<file path="config.mk">
export PLATFORM = sky130hd
export DESIGN_NAME = calc_key_entry
export DESIGN_NICKNAME = d
export VERILOG_FILES = /design/src/rtl/calc_key_entry.sv
export SDC_FILE = /design/constraint.sdc
export NUM_CORES = 1
export LEC_CHECK = 0
export BUFFER_PORTS_ARGS = -buffer_cell sky130_fd_sc_hd__buf_2
export CAP_MARGIN = 20
export CORE_ASPECT_RATIO = 1.5
export CORE_MARGIN = 2
export CORE_UTILIZATION = 25
export CTS_CLUSTER_SIZE = 25
export DETAILED_ROUTE_END_ITERATION = 10
export HOLD_SLACK_MARGIN = 0.06
export PLACE_DENSITY_LB_ADDON = 0.15
export SKIP_CTS_REPAIR_TIMING = 1
export SLEW_MARGIN = 20
export SYNTH_ARGS = -nofsm -noshare
export SYNTH_HDL_FRONTEND = slang
export SYNTH_SLANG_ARGS = --single-unit
</file>
<file path="constraint.sdc">
create_clock -name clk -period 4.69 [get_ports clk]
set_clock_uncertainty 0.2 [all_clocks]
set_input_delay 0 -clock clk [delete_from_list [all_inputs] [get_ports clk]]
set_output_delay 0 -clock clk [all_outputs]
set_load 0.02 [all_outputs]
</file>
<file path="src/rtl/calc_key_entry.sv">
// calc_key_entry: debounces 12 push keys and assembles operand A, operator and operand B for the calculator
// Ports:
//   clk, rst        system clock; asynchronous active-low reset
//   i_tick          one-clk sample strobe for the debouncers
//   i_sw_push[11:0] raw keys: [9:0] digits 0-9, [10] OP, [11] EQ
//   i_op_sel[2:0]   operator DIP switches, latched when OP is accepted
//   i_ready         downstream accepts the completed expression
//   o_opa, o_opb    live operand accumulators
//   o_op            latched operator code
//   o_valid         expression complete, held until accepted
//   o_char          ASCII of the last accepted key, o_char_stb pulses on update
//   o_err           one-clk pulse on a rejected key
//   o_state         FSM state for debug LEDs
module calc_key_entry #(
    parameter int DEBOUNCE_TICKS = 4,
    parameter int MAX_DIGITS     = 3
) (
    input  logic        clk,
    input  logic        rst,
    input  logic        i_tick,
    input  logic [11:0] i_sw_push,
    input  logic [2:0]  i_op_sel,
    input  logic        i_ready,
    output logic [7:0]  o_opa,
    output logic [7:0]  o_opb,
    output logic [2:0]  o_op,
    output logic        o_valid,
    output logic [7:0]  o_char,
    output logic        o_char_stb,
    output logic        o_err,
    output logic [1:0]  o_state
);
    localparam logic [3:0] DB_N  = 4'(DEBOUNCE_TICKS);
    localparam logic [3:0] MAX_D = 4'(MAX_DIGITS);
    localparam logic [3:0] K_OP  = 4'd10;

    typedef enum logic [1:0] {S_A = 2'd0, S_B = 2'd1, S_OUT = 2'd2} state_t;
    state_t state, state_nx;

    logic [11:0] lvl, lvl_nx, rise;
    logic [3:0]  db_cnt    [12];
    logic [3:0]  db_cnt_nx [12];
    logic        ev_vld, ev_hit;
    logic [3:0]  ev_key, ev_idx;

    always_comb begin
        lvl_nx = lvl;
        for (int i = 0; i < 12; i++) begin
            db_cnt_nx[i] = db_cnt[i];
            if (i_tick) begin
                if (i_sw_push[i] == lvl[i]) db_cnt_nx[i] = '0;
                else if (db_cnt[i] + 4'd1 == DB_N) begin
                    lvl_nx[i]    = ~lvl[i];
                    db_cnt_nx[i] = '0;
                end
                else db_cnt_nx[i] = db_cnt[i] + 4'd1;
            end
        end
    end

    // Only keys whose level rises on this tick are events; the lowest index wins
    // and the rest are lost because their level is already high afterwards.
    assign rise = lvl_nx & ~lvl;

    always_comb begin
        ev_hit = |rise;
        ev_idx = '0;
        for (int i = 11; i >= 0; i--)
            if (rise[i]) ev_idx = 4'(i);
    end

    always_ff @(posedge clk or negedge rst) begin
        if (!rst) begin
            lvl    <= '0;
            ev_vld <= 1'b0;
            ev_key <= '0;
            for (int i = 0; i < 12; i++) db_cnt[i] <= '0;
        end else begin
            lvl    <= lvl_nx;
            ev_vld <= ev_hit;
            ev_key <= ev_idx;
            for (int i = 0; i < 12; i++) db_cnt[i] <= db_cnt_nx[i];
        end
    end

    logic [7:0]  acc_a, acc_b, acc_a_nx, acc_b_nx, char_nx;
    logic [3:0]  cnt_a, cnt_b, cnt_a_nx, cnt_b_nx, cnt_cur;
    logic [11:0] prod;
    logic [2:0]  op_nx;
    logic        stb_nx, err_nx, in_b, dig_ok, op_ok;

    function automatic logic [7:0] op_char(input logic [2:0] op);
        case (op)
            3'd0:    return 8'h2B;
            3'd1:    return 8'h2D;
            3'd2:    return 8'hD7;
            3'd3:    return 8'h2F;
            3'd4:    return 8'hF7;
            3'd5:    return 8'h5E;
            3'd6:    return 8'h21;
            default: return 8'h00;
        endcase
    endfunction

    // Digit append is evaluated at 12 bits so an overflowing result is caught before truncation.
    assign in_b    = state == S_B;
    assign cnt_cur = in_b ? cnt_b : cnt_a;
    assign prod    = {4'd0, in_b ? acc_b : acc_a} * 12'd10 + {8'd0, ev_key};
    assign dig_ok  = cnt_cur < MAX_D && prod <= 12'd255;
    assign op_ok   = state == S_A && cnt_a != 4'd0 && i_op_sel != 3'd7;

    always_comb begin
        state_nx = state;
        acc_a_nx = acc_a;
        acc_b_nx = acc_b;
        cnt_a_nx = cnt_a;
        cnt_b_nx = cnt_b;
        op_nx    = o_op;
        char_nx  = o_char;
        stb_nx   = 1'b0;
        err_nx   = 1'b0;
        if (state == S_OUT) begin
            if (i_ready) begin
                state_nx = S_A;
                acc_a_nx = '0;
                acc_b_nx = '0;
                cnt_a_nx = '0;
                cnt_b_nx = '0;
            end
        end else if (ev_vld) begin
            if (ev_key < K_OP) begin
                if (!dig_ok) err_nx = 1'b1;
                else begin
                    if (in_b) begin
                        acc_b_nx = prod[7:0];
                        cnt_b_nx = cnt_b + 4'd1;
                    end else begin
                        acc_a_nx = prod[7:0];
                        cnt_a_nx = cnt_a + 4'd1;
                    end
                    char_nx = 8'h30 + {4'd0, ev_key};
                    stb_nx  = 1'b1;
                end
            end else if (ev_key == K_OP) begin
                if (!op_ok) err_nx = 1'b1;
                else begin
                    op_nx    = i_op_sel;
                    char_nx  = op_char(i_op_sel);
                    stb_nx   = 1'b1;
                    acc_b_nx = '0;
                    state_nx = i_op_sel == 3'd6 ? S_OUT : S_B;
                end
            end else if (state == S_B && cnt_b != 4'd0) begin
                state_nx = S_OUT;
                char_nx  = 8'h3D;
                stb_nx   = 1'b1;
            end
            else err_nx = 1'b1;
        end
    end

    always_ff @(posedge clk or negedge rst) begin
        if (!rst) begin
            state      <= S_A;
            acc_a      <= '0;
            acc_b      <= '0;
            cnt_a      <= '0;
            cnt_b      <= '0;
            o_op       <= '0;
            o_char     <= '0;
            o_char_stb <= 1'b0;
            o_err      <= 1'b0;
            o_valid    <= 1'b0;
        end else begin
            state      <= state_nx;
            acc_a      <= acc_a_nx;
            acc_b      <= acc_b_nx;
            cnt_a      <= cnt_a_nx;
            cnt_b      <= cnt_b_nx;
            o_op       <= op_nx;
            o_char     <= char_nx;
            o_char_stb <= stb_nx;
            o_err      <= err_nx;
            o_valid    <= state_nx == S_OUT;
        end
    end

    assign o_opa   = acc_a;
    assign o_opb   = acc_b;
    assign o_state = state;
endmodule

</file>
==> run summary <==
outcome: complete, no violations
highest ir drop seen on vdd: 0.1874 mV
Antenna Violating Nets Remaining: 0
fraction of synthesized cell area taken by the top area cell type: 0.4247
number of enable flip-flop cells after synthesis: 0
vias after detailed routing: 4718
clock transition time at the flip-flop clock pins of the worst setup and hold paths: 80 ps
Setup TNS: 0 ps
Die Span X: 132.5 µm
placement row count: 70
maximum clock insertion buffer count: 2
clock network latency to the later pin of the worst-skew pair: 360 ps
final setup violating endpoints: 0
Avg Synthesized Cell Area: 10.14 µm²
cts bufs inserted: 9
clock tree from TritonCTS: built
xor-xnor portion of the synthesized cell area: 0.03256
Synth warnings: 0
part of the Yosys area used for sequential elements: 0.4247
Hold WS: 54.42 ps
Post-Layout Inst Area: 0.007267 mm²
synth top area cells: sky130_fd_sc_hd__dfrtp_1 42%, sky130_fd_sc_hd__ha_1 6.7%, sky130_fd_sc_hd__mux2_2 4.9%
Distinct cells, synth: 65
number of antenna diodes: 0
ratio of cells with drive above 1 in the final layout: 0.1880
clock period minus worst slack: 4318 ps
number of violations of the max-capacitance limit: 0
power density over the cells: 493.0 mW/mm²
Critical Path Sink Type: flop
total overflow reported by the global router: 0
violation count after the first detailed-route iteration: 224
type of the worst setup path: flop to flop
Final HPWL DP: 11520 µm
total routing usage reported by global routing: 0.1207
Tightest Hold Check Type: input pin to asynchronous set/reset pin
number of global-route vias before repair: 4857
I/O pin count: 51
global-route layer with the greatest usage: met2
Peak Freq: 0.2316 GHz
maximum number of pins on one net before global-route repair: 60
mean routed wirelength per cell: 15.29 µm
simple-gate share of the synthesized area: 0.1723
net count after synthesis: 664
count of unresolved DRC violations after routing: 0
Starting Density: 0.2541
Crit path arrival time: 4350 ps
Cell Area, Synth: 0.006187 mm²
Fin. Hold Viols: 0
data required time at the worst endpoint: 4730 ps
Final Max Slew Viols: 0
die area: 0.02605 mm²
total number of nets in the final design: 730
share of synthesized area spent on multiplexers: 0.07422
layout overhead on the synthesized area: 17.45%
RR Startpoint: o_state[1]$_DFF_PN0_
predominant post-synthesis flop cell: sky130_fd_sc_hd__dfrtp_1
final critical-path share of the clock period: 0.9206
vertical extent of the die: 196.7 µm
placeable core region: 0.02435 mm²
CTS Sinks: 105
buffer type at the clock tree root: sky130_fd_sc_hd__clkbuf_16
Critical path origin: o_state[1]$_DFF_PN0_
category of the worst setup path launch point: flop
fraction of the core area covered by cells at the end of the flow: 0.2985
met2 track demand over resource: 0.2218
number of input and output port buffers inserted: 50
global-route met1 utilization: 0.1355
top fanout value on the critical path: 10
synthesized-area fraction occupied by ao, oa, aoi and oai cells: 0.1816
flops & latches, synth: 105
RePlAce Congestion: 0.8016
drt first pass iters: 4
Cell Area, Placed: 0.006807 mm²
relative slew slack: 0.3713
Leak Pwr: 3.275 nW
number of antenna violations at the first check in global routing: 0
adder-cell area share of the yosys netlist: 0.07321
cell type with the highest aggregate area in the netlist: sky130_fd_sc_hd__dfrtp_1
FFs w/ async S/R, synth: 1.000
met3 Track Usage GR: 0.02186
Total Wirelength: 15370 µm
Tightest Pin Transition: 943.0 ps
RSZ-0062 raised after global routing: false
wire length of the first global-routing pass: 25140 µm
largest family of logic cells by synthesized area: compound AO/OA/AOI/OAI gates
post-detailed-route via-to-cell ratio: 4.695
synthesized instance count: 610
H-Tree Level Count: 3
## flip-flops by register name, indices dropped and copies added (netlist names)
signal      count
ev_vld          1
ev_key          4
o_opb           8
o_opa           8
o_char          8
o_op            3
o_state         2
o_err           1
db_cnt         48
cnt_a           4
lvl            12
o_valid         1
cnt_b           4
o_char_stb      1
## through the flow
stage / worst slack (ps) / total power, mW / instances
floorplan: 153.5 / 2.435 / 610
global placement: 198.0 / 2.823 / 972
finish: 372.2 / 3.582 / 1005
detailed placement: 79.13 / 2.858 / 972
global route: 109.6 / 3.867 / 1005
CTS: 45.80 / 3.631 / 988
## worst max-delay path, stage by stage, from the launching register on
cell,delay (ps)
sky130_fd_sc_hd__dfrtp_1,410
sky130_fd_sc_hd__inv_1,120
sky130_fd_sc_hd__ha_2,380
sky130_fd_sc_hd__mux2_2,400
sky130_fd_sc_hd__ha_1,300
sky130_fd_sc_hd__inv_1,60
sky130_fd_sc_hd__fa_1,460
sky130_fd_sc_hd__and2b_1,230
sky130_fd_sc_hd__o22ai_1,90
sky130_fd_sc_hd__xnor2_1,230
sky130_fd_sc_hd__nand4_2,250
sky130_fd_sc_hd__a2111oi_4,460
sky130_fd_sc_hd__buf_4,200
sky130_fd_sc_hd__a41oi_1,120
sky130_fd_sc_hd__a221o_1,280
## kinds of logic after synthesis
group	after synthesis
and+or+nand+nor	191
buffers and inverters	63
AOI/OAI and AO/OA	151
DFF	105
muxes	42
xor gates and xnor gates	23
adders and majority gates	35
## where the power goes
group,switching [mW],total (mW),internal [mW]
clock network,0.383,0.753,0.371
registers,0.270,1.45,1.18
logic,0.757,1.38,0.626
## metal layers
metal  part of all wire  up-vias
li1                   -     2334
met1               0.41     2281
met2               0.53       75
met3              0.028       28
met4              0.032        0
met5                  0        -
## Yosys cell counts (all sizes together) (9+ instances only)
library cell / number
mux2i: 14
o22ai: 23
xnor2: 17
a32o: 13
ha: 33
inv: 44
a21oi: 25
nand3: 22
o21ai: 35
dfrtp: 105
a22o: 9
nand2: 52
nor2b: 24
mux2: 28
nor3b: 15
clkbuf: 14
nor2: 19
a21bo: 9
and3: 10
## final timing paths
kind | depth (start not counted) | end | slack (ps)
max | 14 | cnt_b[3]$_DFFE_PN0P_ | 370
min | 2 | o_opa[4]$_DFFE_PN0P_ | 50
max reg2reg | 14 | cnt_b[3]$_DFFE_PN0P_ | 370
min reg2reg | 1 | db_cnt[28]$_DFFE_PN0P_ | 310
max in group asynchronous | 3 | db_cnt[33]$_DFFE_PN0P_ | 3040
min in group clk | 3 | db_cnt[41]$_DFFE_PN0P_ | 130
## final cells by class
type / instances / area [µm²]
Fill cell: 2578 / 17080
Multi-Input combinational cell: 442 / 3311
Sequential cell: 105 / 2628
Timing Repair Buffer: 74 / 475.5
Tap cell: 324 / 405.4
Clock buffer: 9 / 225.2
Inverter: 44 / 165.2
Clock inverter: 7 / 57.56
## layout by cell type (no fill, tap or decap), drive strengths merged, types with 3 or more instances in the layout
cell and count:
inv 48, a21bo 9, o21ai 35, nor3b 15, nand3 22, nand2b 8, nor4bb 3, a221o 4
and3b 4, dfrtp 105, ha 33, mux2 28, a21o 4, o22ai 23, or2 5, a21oi 25
and2 4, xor2 6, and3 10, mux2i 14, dlygate4sd3 17, nand3b 7, o21a 3, nor2 19
a21boi 4, a32o 13, buf 57, o31ai 3, a22o 9, nor3 6, clkbuf 9, a41oi 3
nor2b 24, nand2 52, xnor2 17
No activity file was read; power rests on OpenSTA's default activity.
